File: src/rtl/cpu_seq_ctrl.sv
// -----------------------------------------------------------------------------
// cpu_seq_ctrl
//   Multi-cycle sequencer for the 4-bit-opcode CPU (add / iadd / st / ld).
//   Holds PC and IR and walks FETCH -> DECODE -> EXEC -> MEM -> WB. It drives
//   the register-file, ALU and data-memory strobes one state at a time, and runs
//   the req/ack handshakes to instruction and data memory.
//
//   Opcodes (ir[IW-1:IW-4]):
//     0 add   1 iadd   2 st   3 ld   15 halt   4..14 illegal
//
// Parameters
//   PC_W  program counter / instruction address width
//   IW    instruction width
//
// Ports
//   clk, rst_n      clock (rising edge), asynchronous active-low reset
//   start           begin execution from pc=0 (accepted only in IDLE/HALT)
//   imem_req/addr   instruction fetch request and address (= pc)
//   imem_ack, ins   fetch completion and instruction word
//   ir              latched instruction, feeds the datapath register fields
//   dmem_req/ack    data memory access handshake (st/ld)
//   wr_en           register file write strobe
//   m_wr_en         data memory write enable (st, on every dmem_req cycle)
//   select0         ALU B-mux, 1 = immediate (iadd)
//   select1         writeback mux, 1 = memory data (ld)
//   alu_op          ALU operation
//   busy            high in every state except IDLE/HALT
//   halted          high in HALT
//   illegal         1-cycle pulse when an undefined opcode is decoded
//   icnt            retired-instruction count
//
// Configuration
//   CPU_SEQ_ICNT_EN  when defined, icnt counts retired instructions (cleared on
//                    reset and on accepted start, wraps at 2^32). When
//                    undefined, icnt is tied to zero and no counter exists.
// -----------------------------------------------------------------------------
module cpu_seq_ctrl #(
    parameter int unsigned PC_W = 8,
    parameter int unsigned IW   = 16
) (
    input  logic            clk,
    input  logic            rst_n,
    input  logic            start,
    output logic            imem_req,
    output logic [PC_W-1:0] imem_addr,
    input  logic            imem_ack,
    input  logic [IW-1:0]   ins,
    output logic [IW-1:0]   ir,
    output logic            dmem_req,
    input  logic            dmem_ack,
    output logic            wr_en,
    output logic            m_wr_en,
    output logic            select0,
    output logic            select1,
    output logic [2:0]      alu_op,
    output logic            busy,
    output logic            halted,
    output logic            illegal,
    output logic [31:0]     icnt
);

    typedef enum logic [2:0] {
        S_IDLE,
        S_FETCH,
        S_DECODE,
        S_EXEC,
        S_MEM,
        S_WB,
        S_HALT
    } state_t;

    localparam logic [3:0] OP_ADD  = 4'd0;
    localparam logic [3:0] OP_IADD = 4'd1;
    localparam logic [3:0] OP_ST   = 4'd2;
    localparam logic [3:0] OP_HALT = 4'd15;

    state_t          state;
    state_t          state_nx;
    logic [PC_W-1:0] pc;
    logic [PC_W-1:0] pc_nx;
    logic [PC_W-1:0] pc_inc;
    logic [IW-1:0]   ir_q;
    logic [IW-1:0]   ir_nx;
    logic [3:0]      opcode;
    logic            op_is_st;
    logic            op_is_iadd;

    assign opcode     = ir_q[IW-1 -: 4];
    assign op_is_st   = (opcode == OP_ST);
    assign op_is_iadd = (opcode == OP_IADD);
    // pc wraps silently at 2^PC_W
    assign pc_inc     = pc + PC_W'(1);

    assign imem_addr = pc;
    assign ir        = ir_q;
    assign busy      = (state != S_IDLE) && (state != S_HALT);
    assign halted    = (state == S_HALT);

    // -------------------------------------------------------------------------
    // State, PC and IR registers
    // -------------------------------------------------------------------------
    always_ff @(posedge clk or negedge rst_n) begin
        if (!rst_n) begin
            state <= S_IDLE;
            pc    <= '0;
            ir_q  <= '0;
        end else begin
            state <= state_nx;
            pc    <= pc_nx;
            ir_q  <= ir_nx;
        end
    end

    // -------------------------------------------------------------------------
    // Next-state and strobe decode
    // -------------------------------------------------------------------------
    always_comb begin
        state_nx = state;
        pc_nx    = pc;
        ir_nx    = ir_q;
        imem_req = 1'b0;
        dmem_req = 1'b0;
        wr_en    = 1'b0;
        m_wr_en  = 1'b0;
        select0  = 1'b0;
        select1  = 1'b0;
        alu_op   = 3'b000;
        illegal  = 1'b0;

        case (state)
            S_IDLE, S_HALT: begin
                if (start) begin
                    pc_nx    = '0;
                    state_nx = S_FETCH;
                end
            end

            S_FETCH: begin
                imem_req = 1'b1;
                if (imem_ack) begin
                    ir_nx    = ins;
                    state_nx = S_DECODE;
                end
            end

            S_DECODE: begin
                if (opcode == OP_HALT) begin
                    state_nx = S_HALT;
                end else if (opcode <= 4'd3) begin
                    state_nx = S_EXEC;
                end else begin
                    // Undefined opcode: flag it and skip to the next word.
                    illegal  = 1'b1;
                    pc_nx    = pc_inc;
                    state_nx = S_FETCH;
                end
            end

            S_EXEC: begin
                alu_op  = opcode[2:0];
                select0 = op_is_iadd;
                if ((opcode == OP_ADD) || op_is_iadd) begin
                    wr_en    = 1'b1;
                    pc_nx    = pc_inc;
                    state_nx = S_FETCH;
                end else begin
                    state_nx = S_MEM;
                end
            end

            S_MEM: begin
                // ALU controls stay as in EXEC so the address path is stable
                // for the whole handshake.
                alu_op   = opcode[2:0];
                select0  = op_is_iadd;
                dmem_req = 1'b1;
                m_wr_en  = op_is_st;
                if (dmem_ack) begin
                    if (op_is_st) begin
                        pc_nx    = pc_inc;
                        state_nx = S_FETCH;
                    end else begin
                        state_nx = S_WB;
                    end
                end
            end

            S_WB: begin
                wr_en    = 1'b1;
                select1  = 1'b1;
                alu_op   = 3'b011;
                pc_nx    = pc_inc;
                state_nx = S_FETCH;
            end

            default: begin
                state_nx = S_IDLE;
            end
        endcase
    end

    // -------------------------------------------------------------------------
    // Retired-instruction counter
    // -------------------------------------------------------------------------
`ifdef CPU_SEQ_ICNT_EN
    logic        retire;
    logic        start_acc;
    logic [31:0] icnt_q;

    // Retire points: add/iadd in EXEC, st on its data ack, ld in WB.
    assign retire = ((state == S_EXEC) && (opcode[3:1] == 3'b000))
                 || ((state == S_MEM) && dmem_ack && op_is_st)
                 ||  (state == S_WB);
    assign start_acc = start && ((state == S_IDLE) || (state == S_HALT));

    always_ff @(posedge clk or negedge rst_n) begin
        if (!rst_n) begin
            icnt_q <= '0;
        end else if (start_acc) begin
            icnt_q <= '0;
        end else if (retire) begin
            icnt_q <= icnt_q + 32'd1;
        end
    end

    assign icnt = icnt_q;
`else
    assign icnt = '0;
`endif

endmodule

File: config.mk
export PLATFORM = sky130hd
export DESIGN_NAME = cpu_seq_ctrl
export DESIGN_NICKNAME = d
export VERILOG_FILES = /design/src/rtl/cpu_seq_ctrl.sv
export SDC_FILE = /design/constraint.sdc
export NUM_CORES = 1
export LEC_CHECK = 0
export CAP_MARGIN = 5
export CORE_AREA = 2 2 70 72
export CTS_BUF_LIST = sky130_fd_sc_hd__clkbuf_8
export CTS_CLUSTER_SIZE = 10
export DETAILED_ROUTE_END_ITERATION = 8
export DIE_AREA = 0 0 72 74
export PLACE_DENSITY = 0.78
export SLEW_MARGIN = 20
export SYNTH_ARGS = -nofsm -noshare
export SYNTH_HDL_FRONTEND = slang
export SYNTH_SLANG_ARGS = --single-unit
File: constraint.sdc
create_clock -name clk -period 5.6 [get_ports clk]
set_input_delay 0.56 -clock clk [delete_from_list [all_inputs] [get_ports clk]]
set_output_delay 0.56 -clock clk [all_outputs]
set_load 0.1 [all_outputs]
### Word-level counts from Yosys, hierarchy flattened

Index checks and enable logic that the tools add are counted.
W data, S select, Z words.

* logic and storage cells: 59
* input bits: 21
* register bits after elaboration: 27
* output and inout bits: 68

* add/subtract/negate cells: 1
* equal/unequal tests: 17
* mux-type cells: 26
* magnitude comparators: 1
* reductions and logical operators: 11

Operator list (count)
* $mux W8: 6
* $pmux W8 S5: 1
* $mux W3: 6
* $pmux W3 S6: 1
* $ne A2 B2 Y1 const B: 7
* $eq A3 B3 Y1 const B: 3
* $mux W1: 9
* $add A8 B1 Y8 const B: 1
* $reduce_and A7 Y1: 1
* $eq A3 B2 Y1 const B: 2
* $pmux W3 S2: 1
* $reduce_bool A5 Y1: 1
* $eq A4 B1 Y1 const B: 1
* $eq A4 B2 Y1 const B: 1
* $eq A4 B4 Y1 const B: 1
* $le A4 B2 Y1 const B: 1
* $logic_not A4 Y1: 1
* $reduce_or A2 Y1: 2
* $eq A3 B1 Y1 const B: 1
* $logic_not A3 Y1: 1
* $ne A3 B3 Y1 const B: 1
* $reduce_and A3 Y1: 1
* $reduce_bool A3 Y1: 1
* $mux W2: 1
* other kinds (4): 4

### Depth between registers and ports, before layout

Gate-level depths: netlist of run 1.

* depth in word-level cells: 4
* mapped depth: 7

### Least setup slack after synthesis of run 1

OpenSTA, ideal clock, no wires.

* path kind: reg-to-output
* start: register ir_q[13] (netlist: ir[13])
* end: output wr_en
* data arrival time: 3.542 ns
* stages on the path, launching flop included: 5
* buffers on the path: 1
* slack: 1.498 ns
* cell sequence: dfrtp_1 > buf_2 > nor3_1 > nand2_1 > a21boi_0

* longest elaborated chain between the ends: 4
* elaborated cells on any way between the ends: 5
* classes of those cells: eq/ne: 1; mux: 2; reduce/logical: 2

RTL lines
* start, declared: RTL line 82 `logic [IW-1:0] ir_q;`
* start signal, assigned: RTL line 110 `ir_q <= ir_nx;`
* $eq A4 B1 Y1 / $logic_not A4 Y1 (equally long branches): RTL line 90, 162
* $logic_or A1 B1 Y1 (*): RTL line 162 `if ((opcode == OP_ADD) || op_is_iadd) begin`
* $mux W1 (*): RTL line 162
* $pmux W1 S2 (*): RTL line 130 `case (state)`
* end, declared: RTL line 51 `output logic wr_en,`

Mark *: on every way between the ends. The rest lies on a longest branch, timed or not.

### Final worst setup path of run 1

* start: register state[2]
* end: output select0

* longest elaborated chain between the ends: 3
* elaborated cells on any way between the ends: 4
* classes of those cells: eq/ne: 2; mux: 1; reduce/logical: 1

RTL lines
* start, declared: RTL line 77 `state_t state;`
* start signal, assigned: RTL line 108 `state <= state_nx;`
* $eq A3 B3 Y1 / $eq A3 B2 Y1 (equally long branches): RTL line 130
* $reduce_or A2 Y1 (no source line) (*)
* $mux W1 (*): RTL line 130
* end, declared: RTL line 53 `output logic select0,`

Marks and branches as above.

==> results.md, run 1 <==
- Worst-Skew Late Latency: 270 ps
- Starting density of the core: 38.3%
- Detail Route Antenna Nets: 0
- Wire length on met3: 241 um
- Clock input transition at the sequential cells of the worst setup and hold paths: 90 ps
- Antenna violations before repair: 0
- Flip-flop and latch area: between 600 and 700 um^2
- Crit end category: primary output
- Outcome: completed
- Final setup violating endpoints: 0
- Max Clock Freq: around 300 MHz
- Non-filler instance count after layout: just under 300
- Number of maximum-capacitance violations: 0
- Metal1 wirelength: about 1.5 mm
- Global-route wire length before repair: 5.36 mm
- Worst path required time: 5040 ps
- Cell with the largest stage delay on the worst path: sky130_fd_sc_hd__clkdlybuf4s50_1
- Largest net degree at the start of global routing: 28
- Number of enable-type register cells in the synthesized netlist: 0
- Number of warning messages in the yosys log: 0
- Largest delay share family, worst path: buffers and inverters
- Placement row count: 25
- Placed instance count: 285
- Via density per instance: 4.84
- Worst Setup Path Type: reg -> out
- Final setup skew: around 5.4 ps
- CTS hold repair buffers: 0
- Ports placed on the boundary: 89
- TritonRoute pass-1 iters: 4
- Die X-Extent: 72 um
- Slowest Stage Delay on Critical Path: roughly 1100 ps
- Number of remaining DRC errors: 0
- Path type of the worst min-delay path: reg -> reg
- Cell count after synthesis: 184
- Final min period: around 3300 ps
- TritonCTS buffer count: 3
- Max Buffers Root-to-Sink: 2
- Diode count: 0
- Total die area: 5330 um^2
- Core Region: about 4600 um^2
- Synthesized area per cell: 9.58 um^2
- Root Buffer Master: sky130_fd_sc_hd__clkbuf_8
- Commonest cells after routing, fill and taps aside: sky130_fd_sc_hd__clkdlybuf4s50_1 (56), sky130_fd_sc_hd__conb_1 (32), sky130_fd_sc_hd__dfrtp_1 (27)
- Least-Margin Pin Slew: about 990 ps
- Total number of nets in the final design: 259
- Number of distinct standard cells referenced by the synthesized netlist: 46
- Final count of pins violating max slew: 0
- Total congestion overflow after global routing: 0
- Sum of net half-perimeters after detailed placement: 2.63 mm
- H-tree depth: 1
- Sequential element share of the synthesized area: 38.3%
- Final Hold Vio Count: 0
- Setup fix buffers added after clock tree synthesis: 0
- Final setup TNS: 0 ps
- Fill count: 438
- Area Overhead vs Synth: 28.7%
- Kind of start point of the critical path: flip-flop
- Footprint of the multi-input gates: 893 um^2
- Arrival time at the worst endpoint: 2710 ps
- Clk sink count: 27
- Critical path fanouts, max: 15
- Chain of cells forming the critical path: nor2b_1 -> nand2_1 -> o21ai_0 -> and3_1 -> clkdlybuf4s50_1
- GR Util All Layers: 12.6%
- RSZ-0062 raised after global routing: no
- Worst slew margin relative to its limit: 34.1%
- Area of the mapped netlist: 1760 um^2
- Fraction of final layout cells with drive strength greater than 1: a little under an eighth
- Clock tree from TritonCTS: done
- Most common cell after layout, fill and taps aside: sky130_fd_sc_hd__clkdlybuf4s50_1
- Period Utilization, post-route: 58.4%
- Length of routed met2 wiring: 1.66 mm
- Synth Flop Type: sky130_fd_sc_hd__dfrtp_1
- Number of storage elements in the synthesis netlist: 27
- Y dimension of the die: between 70 and 80 um
- GP Congestion: 0.814
- Top metal layer carrying routed signals: met4
- Total wire length: 3.46 mm
- Resize count post-CTS: 0
- Mean routed wirelength per cell: 12.0 um
- Buf+Inv Stages, Crit Path: 1
- Post-synth ARST share: 100%
- Via count: 1400
- Number of buffers inserted by port buffering: 56
- Number of global-route vias before repair: between 1k and 1.5k
- Initial DRC Count: 94
## flip-flops by register name, summed over array words and instances (netlist names)
signal / count
imem_addr: 8
ir: 16
state: 3
## stage by stage
stage	util [%]	hold WS (ps)	cell area (um^2)	setup WS (ps)
floorplan	-	264	1880	1500
finish	49.3	490	2270	2330
detailed placement	48.4	476	2220	2660
CTS	49.3	490	2270	2340
global route	49.3	517	2270	2210
global placement	48.4	465	2220	2710
## kinds of logic after synthesis
kind of cell             Yosys count  share of synthesized area (%)
flip-flops                        27                           38.3
AO/OA/AOI/OAI                     36                           14.1
buffers and inverters             46                           17.6
other                              1                          0.213
multiplexers                      17                           10.8
adder cells (fa/ha/maj)            2                           1.42
AND/OR/NAND/NOR                   55                           17.6
## routing by layer
metal	track usage [%]	vias up
met5	0	-
met4	1.26	0
met3	3.12	2
met2	21.4	59
met1	16.9	656
li1	-	683
## worst paths after layout
check	from	endpoint	slack, ps	cells past startpoint
setup / recovery	state[2]	select0	2330	5
hold / removal	imem_addr[7]	imem_addr[7]	490	1
setup reg to reg	state[2]	imem_addr[3]	3410	5
hold reg to reg	imem_addr[7]	imem_addr[7]	490	1
max in group asynchronous	rst_n	ir[3]	4680	2
min in group asynchronous	rst_n	state[1]	660	2
## synthesized netlist by cell type (2+ instances only)
| library cell | instances | area (um^2) |
|---|---|---|
| sky130_fd_sc_hd__ha_1 | 2 | 25.0 |
| sky130_fd_sc_hd__o31ai_1 | 2 | 15.0 |
| sky130_fd_sc_hd__nor3_1 | 4 | 20.0 |
| sky130_fd_sc_hd__nor2b_1 | 4 | 25.0 |
| sky130_fd_sc_hd__nor2_1 | 7 | 26.3 |
| sky130_fd_sc_hd__inv_1 | 4 | 15.0 |
| sky130_fd_sc_hd__and2_1 | 3 | 18.8 |
| sky130_fd_sc_hd__mux2_2 | 16 | 180 |
| sky130_fd_sc_hd__or2_1 | 2 | 12.5 |
| sky130_fd_sc_hd__nand2b_1 | 3 | 18.8 |
| sky130_fd_sc_hd__nand3_1 | 4 | 20.0 |
| sky130_fd_sc_hd__and3_1 | 4 | 25.0 |
| sky130_fd_sc_hd__clkbuf_1 | 2 | 7.51 |
| sky130_fd_sc_hd__o21ai_0 | 16 | 80.1 |
| sky130_fd_sc_hd__nand2_1 | 14 | 52.6 |
| sky130_fd_sc_hd__dfrtp_1 | 27 | 676 |
| sky130_fd_sc_hd__buf_4 | 33 | 248 |
| sky130_fd_sc_hd__a21oi_1 | 5 | 25.0 |
| sky130_fd_sc_hd__buf_2 | 5 | 25.0 |
## cell type report
cell class / instances / area share (%)
Sequential cell: 27 / 29.8
Multi-Input combinational cell: 142 / 39.4
Timing Repair Buffer: 57 / 25.0
Inverter: 5 / 0.827
Clock inverter: 1 / 0.165
Clock buffer: 3 / 1.82
Tap cell: 54 / 2.98
Power of run 1 is not shown: default switching activity piles up to over one toggle a cycle in this logic, so the estimate is an artifact.
==> inputs of run 2 (changes only) <==
- CORE_AREA: 2 2 70 72 -> 2 2 73 75
- DIE_AREA: 0 0 72 74 -> 0 0 75 77
- PLACE_DENSITY: 0.78 -> 0.75
- clock period: 5.6 -> 3 ns (I/O delays scaled with it)
==> results.md, run 2 (synthesis gave the netlist of run 1 again) <==
- Outcome: completed
- Worst Setup Path Type: reg -> out
- Total number of nets in the final design: 259 (unchanged)
- Core Region: 4980 um^2 (+8.2%)
- Ports placed on the boundary: 89 (unchanged)
- Total wire length: 3.75 mm (+8.5%)
- Initial DRC Count: 95 (+1.1%)
- Length of routed met2 wiring: 1.80 mm (+8.3%)
- Arrival time at the worst endpoint: 1930 ps (-780 ps)
- Worst-Skew Late Latency: 280 ps (about the same)
- Max FFs per register: 16 (unchanged)
- Sum of net half-perimeters after detailed placement: 2.82 mm (+7.3%)
- GP Congestion: 0.789 (-3.1%)
- Top metal layer carrying routed signals: met4
- Number of global-route vias before repair: 1354 (+19%)
- Kind of start point of the critical path: flip-flop
- Via density per instance: 4.56 (-5.9%)
- Global-route wire length before repair: 6.00 mm (+12%)
- Final setup TNS: 0 ps (unchanged)
- Die X-Extent: 75 um (+4.2%)
- Largest net degree at the start of global routing: 28 (unchanged)
- TritonRoute pass-1 iters: 4 (unchanged)
- Critical path fanouts, max: 15 (unchanged)
- GR Util All Layers: 12.8% (+0.21 points)
- Via count: 1390 (-0.71%)
- CTS hold repair buffers: 0 (unchanged)
- Max Buffers Root-to-Sink: 2 (unchanged)
- Area Overhead vs Synth: 27.2%
- Crit end category: primary output
- Setup fix buffers added after clock tree synthesis: 0 (unchanged)
- Wire length on met3: 286 um (+19%)
- TritonCTS buffer count: 3 (unchanged)
- Final setup violating endpoints: 0 (unchanged)
- Path type of the worst min-delay path: in -> async
- Fraction of final layout cells with drive strength greater than 1: 23.0% (+11 points)
- Final Hold Vio Count: 0 (unchanged)
- Final count of pins violating max slew: 0 (unchanged)
- RSZ-0062 raised after global routing: no
- Resize count post-CTS: 0 (unchanged)
- Placement row count: 26 (+4.0%)
- Worst slew margin relative to its limit: 34.0% (about the same)
- Number of maximum-capacitance violations: 0 (unchanged)
- Clock input transition at the sequential cells of the worst setup and hold paths: 100 ps (about the same)
- Least-Margin Pin Slew: 987 ps (+0.396 ps)
- Total die area: 5780 um^2 (+8.4%)
- Antenna violations before repair: 0 (unchanged)
- Fill count: 508 (+16%)
- Mean routed wirelength per cell: 12.3 um (+2.8%)
- Diode count: 0 (unchanged)
- H-tree depth: 1 (unchanged)
- Clk sink count: 27 (unchanged)
- Final setup skew: 8.78 ps (+3.42 ps)
- Period Utilization, post-route: 74.3%
- Root Buffer Master: sky130_fd_sc_hd__clkbuf_8
- Y dimension of the die: 77 um (+4.1%)
- Final min period: 2230 ps
- Detail Route Antenna Nets: 0 (unchanged)
- Total congestion overflow after global routing: 0 (unchanged)
- Commonest cells after routing, fill and taps aside: sky130_fd_sc_hd__conb_1 (32), sky130_fd_sc_hd__clkdlybuf4s50_1 (32), sky130_fd_sc_hd__dfrtp_1 (27)
- Metal1 wirelength: 1.63 mm (+5.5%)
- Number of remaining DRC errors: 0 (unchanged)
- Max Clock Freq: between 400 and 500 MHz
- Number of buffers inserted by port buffering: 56 (unchanged)
- Starting density of the core: 35.4% (-2.9 points)
- Clock tree from TritonCTS: done
- Worst path required time: 2700 ps (-2340 ps)
==> run 2: cell count changes in the layout (fill, tap and decap cells not counted), sizes merged <==
cell	previous run	this run
clkdlybuf4s50	56	32
buf	1	25
==> run 2: stage by stage <==
stage / cells / hold WS (ps) / utilization [%] / setup WS (ps) / instance area (um^2)
2_1_floorplan: 215 / 4.41 / - / 333 / 1890
3_3_place_gp: 301 / 470 / 44.0 / 924 / 2190
5_1_grt: 305 / 426 / 45.0 / 689 / 2240
4_1_cts: 305 / 393 / 45.0 / 796 / 2240
3_5_place_dp: 301 / 488 / 44.0 / 866 / 2190
6_report: 305 / 385 / 45.0 / 770 / 2240
==> run 2: cell type report <==
cell class                 count  area, um^2  share of cell area [%]
inverter                       5        18.8                   0.837
clock buffer                   3        41.3                    1.84
sequential                    27         676                    30.1
multi-input combinational    142         902                    40.2
clock inverter                 1        8.76                   0.391
tap                           70        87.6                    3.91
timing repair buffer          57         508                    22.7
==> run 2: final timing paths <==
| path | startpoint | endpoint | slack, ps | cells past startpoint |
|---|---|---|---|---|
| max in group asynchronous | rst_n | imem_addr[2] | 2340 | 2 |
| worst min register to register | imem_addr[7] | imem_addr[7] | 500 | 1 |
| worst min-delay path | rst_n | ir[9] | 380 | 2 |
| worst max register to register | state[2] | imem_addr[3] | 830 | 5 |
| min in group clk | imem_addr[7] | imem_addr[7] | 500 | 1 |
| worst max-delay path | state[2] | select0 | 770 | 5 |
==> run 2: critical path, cell delays in order (launching register included) <==
cell	delay, ps
sky130_fd_sc_hd__dfrtp_1	600
sky130_fd_sc_hd__nor2b_1	280
sky130_fd_sc_hd__nand2_1	130
sky130_fd_sc_hd__o21ai_0	140
sky130_fd_sc_hd__and3_1	210
sky130_fd_sc_hd__buf_4	290
==> run 2: layer usage <==
metal / track usage (%) / vias to the layer above
li1: - / 684
met1: 15.6 / 650
met2: 21.6 / 52
met3: 2.89 / 4
met4: 4.29 / 0
met5: 0 / -
Power of run 2 is left out for the same reason.
==> inputs of run 3 (changes only) <==
- clock period: 3 -> 1.95 ns (I/O delays scaled with it)
==> results.md, run 3 (synthesis gave the netlist of run 1 again) <==
- Max Buffers Root-to-Sink: 2 (unchanged)
- Global-route wire length before repair: 6.37 mm (+6.2%)
- Critical path fanouts, max: 10 (-5)
- Final setup violating endpoints: 0 (unchanged)
- Chain of cells forming the critical path: or3b_1 -> a21oi_2 -> o311ai_4 -> or2_4 -> o41ai_2
- Via count: 1468 (+5.6%)
- Slowest Stage Delay on Critical Path: 500 ps (-100 ps)
- GR Util All Layers: 13.8% (+1.1 points)
- Post-route cell area: 2550 um^2 (+14%)
- Root Buffer Master: sky130_fd_sc_hd__clkbuf_8
- Via density per instance: 4.65 (+1.9%)
- Number of maximum-capacitance violations: 0 (unchanged)
- Detail Route Antenna Nets: 0 (unchanged)
- Commonest cells after routing, fill and taps aside: sky130_fd_sc_hd__buf_4 (33), sky130_fd_sc_hd__conb_1 (32), sky130_fd_sc_hd__dfrtp_1 (21)
- Largest net degree at the start of global routing: 28 (unchanged)
- Worst path required time: 2120 ps (-580 ps)
- Total congestion overflow after global routing: 0 (unchanged)
- Worst-Skew Late Latency: 270 ps (about the same)
- Y dimension of the die: 77 um (unchanged)
- Path type of the worst min-delay path: in -> async
- Ports placed on the boundary: 89 (unchanged)
- Non-filler instance count after layout: 316 (+3.6%)
- Largest delay share family, worst path: simple AND/OR/NAND/NOR gates
- Buf+Inv Stages, Crit Path: 0 (-1)
- Clock input transition at the sequential cells of the worst setup and hold paths: 90 ps (about the same)
- Total die area: 5780 um^2 (unchanged)
- Total placed instance area: 2440 um^2 (+11%)
- Initial DRC Count: 87 (-8.4%)
- Cell with the largest stage delay on the worst path: sky130_fd_sc_hd__dfrtp_4
- Crit end category: flip-flop
- Area Overhead vs Synth: 44.8%
- Starting density of the core: 35.4% (unchanged)
- RSZ-0062 raised after global routing: yes
- Placement row count: 26 (unchanged)
- Total number of nets in the final design: 270 (+4.2%)
- Final setup skew: 4.93 ps (-3.85 ps)
- H-tree depth: 1 (unchanged)
- Max FFs per register: 16 (unchanged)
- TritonCTS buffer count: 3 (unchanged)
- Final count of pins violating max slew: 0 (unchanged)
- Outcome: completed
- Kind of start point of the critical path: flip-flop
- GP Congestion: 0.832 (+5.5%)
- Number of remaining DRC errors: 0 (unchanged)
- Total wire length: 3.88 mm (+3.5%)
- Period Utilization, post-route: 95.6%
- Arrival time at the worst endpoint: 2040 ps (+110 ps)
- Fin util: 51.3% (+6.2 points)
- Critical Path Stages: 5 (unchanged)
- Worst Setup Path Type: reg -> reg
- Max Clock Freq: 536 MHz
- Core Region: 4980 um^2 (unchanged)
- Final min period: 1860 ps
- R2R cell count: 5 (unchanged)
- Placed instance count: 309 (+2.7%)
- Diode count: 0 (unchanged)
- Most common cell after layout, fill and taps aside: sky130_fd_sc_hd__buf_4
- Fraction of final layout cells with drive strength greater than 1: 39.0% (+16 points)
- Die X-Extent: 75 um (unchanged)
- Clock tree from TritonCTS: done
- Antenna violations before repair: 0 (unchanged)
- TritonRoute pass-1 iters: 4 (unchanged)
- Clk sink count: 27 (unchanged)
- Final Hold Vio Count: 0 (unchanged)
- Number of buffers inserted by port buffering: 56 (unchanged)
- CTS hold repair buffers: 0 (unchanged)
- Number of global-route vias before repair: 1375 (+1.6%)
- Mean routed wirelength per cell: 12.3 um (about the same)
- Sum of net half-perimeters after detailed placement: 3.01 mm (+6.6%)
[run 3: layout make-up]
type | count | area [um^2]
Timing Repair Buffer | 68 | 731
Inverter | 5 | 25.0
Sequential cell | 27 | 693
Multi-Input combinational cell | 142 | 970
Fill cell | 473 | 2420
Clock buffer | 3 | 41.3
Clock inverter | 1 | 5.00
Tap cell | 70 | 87.6
[run 3: per-layer routing]
metal,GRT usage [%],vias up,part of all wire (%)
li1,-,705,-
met4,5.18,0,0.88
met3,2.63,4,7.2
met1,18.3,692,41
met2,21.9,67,51
met5,0,-,0
[run 3: what timing repair did]
action                                  in CTS  in global routing
endpoints found under the setup margin       6                  8
pin swaps                                    0                  2
resized for setup                            5                  7
setup buffers                                0                  3
[run 3: path summary, 6_finish.rpt]
path / from / to / slack, ps
min in group clk: ir[10] / ir[10] / 510
max reg2reg: ir[13] / imem_addr[5] / 90
min: rst_n / imem_addr[2] / 280
max in group asynchronous: rst_n / ir[13] / 1370
min reg2reg: ir[10] / ir[10] / 510
max: ir[13] / imem_addr[5] / 90
[run 3: stage by stage]
step / setup TNS (ps) / setup WS [ps] / hold slack (ps)
global route: -20.7 / -10.9 / 312
finish: 0 / 85.5 / 285
detailed placement: -223 / -62.4 / 495
global placement: -28.7 / -16.6 / 491
floorplan: -157 / -89.4 / -101
CTS: 0 / 15.3 / 293
Power of run 3 is left out for the same reason.
